`src/rtl/serial_adder_pkg.sv`:
```
// serial_adder_pkg: shared state encoding and default width for the serial adder
package serial_adder_pkg;
    localparam int WIDTH_DEFAULT = 8;
    typedef enum logic [1:0] {IDLE, RUN, DONE} state_t;
endpackage

```
`src/rtl/serial_adder_if.sv`:
```
// serial_adder_if: operand request and result bundle between requester and serial adder
interface serial_adder_if
    import serial_adder_pkg::*;
#(
    parameter int WIDTH = WIDTH_DEFAULT
);
    logic             start;
    logic             sub;
    logic             cin;
    logic [WIDTH-1:0] a;
    logic [WIDTH-1:0] b;
    logic             busy;
    logic             done;
    logic             carry;
    logic [WIDTH-1:0] sum;
    modport master (output start, sub, cin, a, b, input busy, done, carry, sum);
    modport slave (input start, sub, cin, a, b, output busy, done, carry, sum);
endinterface

```
`src/rtl/full_adder_df.sv`:
```
// full_adder_df: single-bit dataflow full adder
module full_adder_df (
    input  logic a,
    input  logic b,
    input  logic cin,
    output logic sum,
    output logic cout
);
    assign sum  = a ^ b ^ cin;
    assign cout = (a & b) | (cin & (a ^ b));
endmodule

```
`src/rtl/serial_adder.sv`:
```
// serial_adder: bit-serial add/subtract, one bit per clock, LSB first
module serial_adder
    import serial_adder_pkg::*;
#(
    parameter int WIDTH = WIDTH_DEFAULT
) (
    input  logic          clk,
    input  logic          rst_n,
    serial_adder_if.slave bus
);
    localparam int CW = $clog2(WIDTH);

    state_t           state;
    state_t           state_next;
    logic [CW-1:0]    cnt;
    logic [WIDTH-1:0] op_a;
    logic [WIDTH-1:0] op_b;
    logic [WIDTH-1:0] sum;
    logic             carry;
    logic             bit_sum;
    logic             bit_cout;
    logic             last;

    assign last = cnt == CW'(WIDTH - 1);

    full_adder_df u_fa (
        .a   (op_a[cnt]),
        .b   (op_b[cnt]),
        .cin (carry),
        .sum (bit_sum),
        .cout(bit_cout)
    );

    // state register; reset aborts any operation without a done pulse
    always_ff @(posedge clk) begin
        if (!rst_n)
            state <= IDLE;
        else
            state <= state_next;
    end

    // sequencing: start only honoured in IDLE, RUN lasts WIDTH cycles, DONE one cycle
    always_comb begin
        state_next = state;
        state_next = state == IDLE ? (bus.start ? RUN : IDLE) :
                     state == RUN  ? (last ? DONE : RUN) : IDLE;
    end

    // datapath: capture operands (b inverted and carry seeded for subtract), then shift in one result bit per cycle
    always_ff @(posedge clk) begin
        if (!rst_n) begin
            op_a  <= '0;
            op_b  <= '0;
            sum   <= '0;
            carry <= 1'b0;
            cnt   <= '0;
        end else if (state == IDLE && bus.start) begin
            op_a  <= bus.a;
            op_b  <= bus.sub ? ~bus.b : bus.b;
            carry <= bus.sub | bus.cin;
            cnt   <= '0;
        end else if (state == RUN) begin
            sum   <= {bit_sum, sum[WIDTH-1:1]};
            carry <= bit_cout;
            cnt   <= last ? '0 : cnt + 1'b1;
        end
    end

    assign bus.busy  = state == RUN;
    assign bus.done  = state == DONE;
    assign bus.sum   = sum;
    assign bus.carry = carry;
endmodule
```
`src/flat_wrapper.sv`:
```
// flat-port wrapper written by rule: the top's interface ports become plain ports
module serial_adder_flat import serial_adder_pkg::*;
#(
    parameter int WIDTH = WIDTH_DEFAULT
)
  (clk, rst_n, bus_start, bus_sub, bus_cin, bus_a, bus_b, bus_busy, bus_done, bus_carry, bus_sum);
  serial_adder_if #(.WIDTH(WIDTH)) bus_i ();
  input  logic clk;
  input  logic rst_n;
  input wire logic [$bits(bus_i.start)-1:0] bus_start;
  input wire logic [$bits(bus_i.sub)-1:0] bus_sub;
  input wire logic [$bits(bus_i.cin)-1:0] bus_cin;
  input wire logic [$bits(bus_i.a)-1:0] bus_a;
  input wire logic [$bits(bus_i.b)-1:0] bus_b;
  output wire logic [$bits(bus_i.busy)-1:0] bus_busy;
  output wire logic [$bits(bus_i.done)-1:0] bus_done;
  output wire logic [$bits(bus_i.carry)-1:0] bus_carry;
  output wire logic [$bits(bus_i.sum)-1:0] bus_sum;
  assign bus_i.start = bus_start;
  assign bus_i.sub = bus_sub;
  assign bus_i.cin = bus_cin;
  assign bus_i.a = bus_a;
  assign bus_i.b = bus_b;
  assign bus_busy = bus_i.busy;
  assign bus_done = bus_i.done;
  assign bus_carry = bus_i.carry;
  assign bus_sum = bus_i.sum;
  serial_adder #(.WIDTH(WIDTH)) u_core (.clk(clk), .rst_n(rst_n), .bus(bus_i));
endmodule
```
`config.mk`:
```
export PLATFORM = sky130hd
export DESIGN_NAME = serial_adder_flat
export DESIGN_NICKNAME = d
export VERILOG_FILES = /design/src/rtl/serial_adder_pkg.sv /design/src/rtl/serial_adder_if.sv /design/src/rtl/full_adder_df.sv /design/src/rtl/serial_adder.sv /design/src/flat_wrapper.sv
export SDC_FILE = /design/constraint.sdc
export NUM_CORES = 1
export LEC_CHECK = 0
export CAP_MARGIN = 20
export CORE_AREA = 5 5 64 66
export DETAILED_ROUTE_END_ITERATION = 10
export DIE_AREA = 0 0 69 71
export MAX_ROUTING_LAYER = met4
export PLACE_DENSITY = 0.66
export SYNTH_ARGS = -nofsm -noshare
export SYNTH_HDL_FRONTEND = slang
export SYNTH_SLANG_ARGS = --single-unit
```
`constraint.sdc`:
```
create_clock -name clk -period 2.2 [get_ports clk]
set_clock_uncertainty 0.05 [all_clocks]
set_input_delay 0.33 -clock clk [delete_from_list [all_inputs] [get_ports clk]]
set_output_delay 0.33 -clock clk [all_outputs]
set_load 0.01 [all_outputs]
```
# Word level (Yosys, flattened, before mapping)
# Index checks and enable logic that the tools add are counted.
[totals]
regBits = 30
in_bits = 21
output_inout_bits = 11
elab_cells = 37
[classes]
add_sub_neg = 1
magnitude_cmp = 1
eq_ne = 3
mux = 12
bitwise_logic = 9
reduce_logical = 5
[ops]
columns = ["cell", "n"]
rows = [
  ["$mux W8", 1],
  ["$not A8 Y8", 1],
  ["$bmux W1 S3", 2],
  ["$mux W2", 3],
  ["$mux W1", 5],
  ["$lt A3 B4 Y1 const B", 1],
  ["$add A3 B1 Y3 const B", 1],
  ["$eq A3 B3 Y1 const B", 1],
  ["$mux W3", 1],
  ["$and A1 B1 Y1", 2],
  ["$eq A2 B1 Y1 const B", 1],
  ["$eq A2 B2 Y1 const B", 1],
  ["$logic_not A2 Y1", 1],
  ["$not A1 Y1", 2],
  ["$or A1 B1 Y1", 2],
  ["$reduce_and A2 Y1", 1],
  ["$reduce_bool A2 Y1", 1],
  ["$reduce_or A2 Y1", 1],
  ["$xor A1 B1 Y1", 2],
  ["$logic_and A1 B1 Y1", 1],
]

# Depth between registers and ports, before layout
[logic_depth]
depth_word = 7
depth_mapped = 6

# Hierarchy
# From an unflattened synthesis, not the netlist that was laid out.
[unflattened]
cells_unflattened = 143
area_unflattened_um2 = 1367.6
[by_module_without_submodules]
columns = ["module", "instances", "cells_per_inst", "area_per_inst_um2", "seq_area_each_um2"]
rows = [
  ["serial_adder", 1, 142, 1347.5, 600.6],
  ["full_adder_df", 1, 1, 20.0, 0.0],
]

# Worst setup path before layout
# No wires, ideal clock.
[synth_timing]
path_type = "register -> register"
startpoint = "reg u_core.cnt[0]"
endpoint = "reg u_core.sum[7] (netlist: u_core.bus.sum[7])"
setup_ps = 76
arrival_ps = 1896
slack_ps = 178
path_stages_with_launch = 7
n_path_buf = 1
period_less_slack_ps = 2022
path_cell_list = "dfxtp_1 buf_6 mux4_1 mux2_2 fa_1 nand2_1 a21boi_0"
[synth_between]
elab_chain_len = 4
word_cells_on_any_way = 6
cone_classes = "4 x mux; 2 x bitwise"
[synth_lines]
columns = ["item", "line_no", "source"]
rows = [
  ["start, declared", "serial_adder.sv:15", "logic [CW-1:0] cnt;"],
  ["start signal, assigned", "serial_adder.sv:65", "cnt <= last ? '0 : cnt + 1'b1;"],
  ["$bmux W1 S3, on equally long branches", "serial_adder.sv:27, serial_adder.sv:28", ""],
  ["$mux W1, on equally long branches", "serial_adder.sv:27, serial_adder.sv:28", ""],
  ["$xor A1 B1 Y1 (*) (2 in a row)", "full_adder_df.sv:9", "assign sum = a ^ b ^ cin;"],
  ["via u_core.bit_sum", "serial_adder.sv:20", "logic bit_sum;"],
  ["end signal, assigned", "serial_adder.sv:63", "sum <= {bit_sum, sum[WIDTH-1:1]};"],
  ["end, declared", "serial_adder.sv:18", "logic [WIDTH-1:0] sum;"],
]
# The timed path passes the listed nets; every way through them passes the cells marked *. The select of a mux whose other input is x is not followed.
# A chain may end at the register's enable or synchronous reset.

# Final worst setup path
# Ends and elaborated chain as after synthesis.

==> metrics <==
status complete, no violations; largest area contributor in the netlist dfxtp_1; leakage 0.724 nW; Relative slew margins 59.6%; Finished Layout Cells 223; count of final setup violators 0; Pwr Total 1.05 mW; max-slew violations 0; Post-synth top flop dfxtp_1; Post-Synthesis Cells 143; final worst setup slack 0.126 ns; Synth Warn # 0; first-pass GRT wire length 4510 µm; sequential cell area 602 µm²; Post-synth ARST share 0%; Detailed Routing Iterations Pass 1 3; clock sinks 30; layout cell share with drive strength beyond 1 8.57%; CTS Buf Count 5; CP Launch Type register; worst vdd ir 0.380 mV; final wirelength 2610 µm; Final nets 199; area delta synth->final 28.8%; Worst-path clk slew 0.08 ns; routability cong. 0.674; die span in x 69 µm; FF+latch count, synth 30; Overall Global Routing Usage 11.7%; Starting DRT DRC Count 43; Post-synth EDFFs 0; pre-CTS setup slack 0.0248 ns; global route total overflow 0; Worst path slowest cell mux4_1; DRC viols 0; post-route ant nets 0; Mapped Avg Cell Area 9.56 µm²; Achievable Freq 482 MHz; total vias in the final route 1074; # fillers 372; Post-Synthesis Cell Area 0.00137 mm²; die span in y 71 µm; Synth area leaders dfxtp_1, nand2_1, a21boi_0; WP data arrival 2.27 ns; RSZ-0062 raised after global routing no; DPL Wire Length 2030 µm; Hold Buf Count CTS 0; clock latency on the worst-skew pair 0.32 ns; final setup TNS 0 ns; vias in the first global route 1093; die area 0.00490 mm²; placed cell count 216; Tcrit/Tclk final 94.3%; # H-tree levels 2; post-layout minimum cycle time 2.07 ns; final hold violation count 0; drt wl/cell 11.7 µm; sequential-to-total area share from yosys stat 43.9%; Initial Utilization 38.8%; CTS tree yes; Synth Net Count 167; worst-case clock buffer depth 2; ANT cells 0; boundary pin count 32; Synth top area share 43.9%; Cell variety after synth 24; PwrDens 596 mW/mm²; Hold Crit Class register to register; worst-path maximum fanout 7; CP max stage delay 0.57 ns; CP cell instances mux4_1 -> mux2_2 -> fa_1 -> nand2_1 -> a21boi_0; Cell Rows 22; Core Region 0.00352 mm²; top post-synthesis cells by count nand2_1, dfxtp_1, a21boi_0, o211a_1, xnor2_1; footprint of the multi-input gates 711 µm²; crit end category register; MaxCap Viol Count 0; top-count cell post-synth nand2_1; CP Class register to register; I/O Buffers 31; clock tree root buffer cell clkbuf_4; initial antenna violation count 0; Min Hold Slack 0.416 ns; Worst-Margin Slew 0.604 ns; Data required, critical path 2.40 ns; largest net degree at the start of global routing 25; Vias per Instance 4.82
## per-layer routing
metal | up-vias | share of wire, % | GRT usage [%]
li1 | 550 | - | -
met1 | 491 | 46 | 11.8
met2 | 29 | 47 | 20.2
met3 | 4 | 5.3 | 4.26
met4 | 0 | 1.6 | 5.21
met5 | - | 0 | -
## critical path: cells and delay by family (launching register included)
family          cells  cell delay (ns)
fa+ha+maj           1             0.50
simple gates        1             0.04
flops               1             0.42
compound gates      1             0.13
mux                 2             0.86
## area by class of cell
type | count | share of cell area [%]
Clock buffer | 7 | 2.56
Inverter | 1 | 0.213
Multi-Input combinational cell | 102 | 40.3
Sequential cell | 30 | 34.2
Tap cell | 48 | 3.41
Timing Repair Buffer | 35 | 19.3
## sequential cells by signal, summed over array words and instances (netlist names)
name and cells:
u_core.bus.sum 8, u_core.op_a 8, u_core.op_b 8, u_core.cnt 3, u_core.state 2, u_core.bus.carry 1
## worst paths after layout
path,start,slack [ns],depth (start not counted),end
max,u_core.cnt[0],0.13,5,u_core.bus.sum[7]
min reg2reg,u_core.op_a[6],0.42,2,u_core.op_a[6]
max reg2reg,u_core.cnt[0],0.13,5,u_core.bus.sum[7]
min,u_core.op_a[6],0.42,2,u_core.op_a[6]
## cell usage in the layout (no fill, tap or decap), types with 2 or more instances in the layout
| cell | instances |
|---|---|
| buf_4 | 4 |
| clkdlybuf4s50_1 | 31 |
| clkbuf_4 | 5 |
| ha_1 | 2 |
| mux2_2 | 2 |
| dfxtp_1 | 29 |
| o211a_1 | 8 |
| a21boi_0 | 16 |
| nand2_1 | 48 |
| mux4_1 | 4 |
| clkbuf_1 | 2 |
| xnor2_1 | 8 |
| a21oi_1 | 3 |
## metrics by stage
| step | utilization (%) | instance area [µm²] |
|---|---|---|
| 2_1_floorplan | - | 1370 |
| 3_3_place_gp | 48.7 | 1720 |
| 3_5_place_dp | 48.7 | 1720 |
| 4_1_cts | 50.0 | 1760 |
| 5_1_grt | 50.0 | 1760 |
| 6_report | 50.0 | 1760 |
## logic make-up after synthesis
logic type	synth area share (%)
xor gates and xnor gates	5.12
muxes	9.33
adders and majority gates	3.29
and+or+nand+nor	17.1
AOI/OAI and AO/OA	17.1
buffers and inverters	4.12
DFF	43.9
## repair_timing
action | 4_1_cts | 5_1_grt
gates resized for setup | 1 | 0
setup endpoints to repair | 1 | 0
setup buffers | 0 | 0
endpoints found under the hold margin | 0 | 0
## power breakdown
group	switching (mW)	internal [mW]
Clock	0.168	0.120
Sequential	0.0192	0.572
Combinational	0.0713	0.0989
Total	0.258	0.791
No activity file was read; power rests on OpenSTA's default activity.
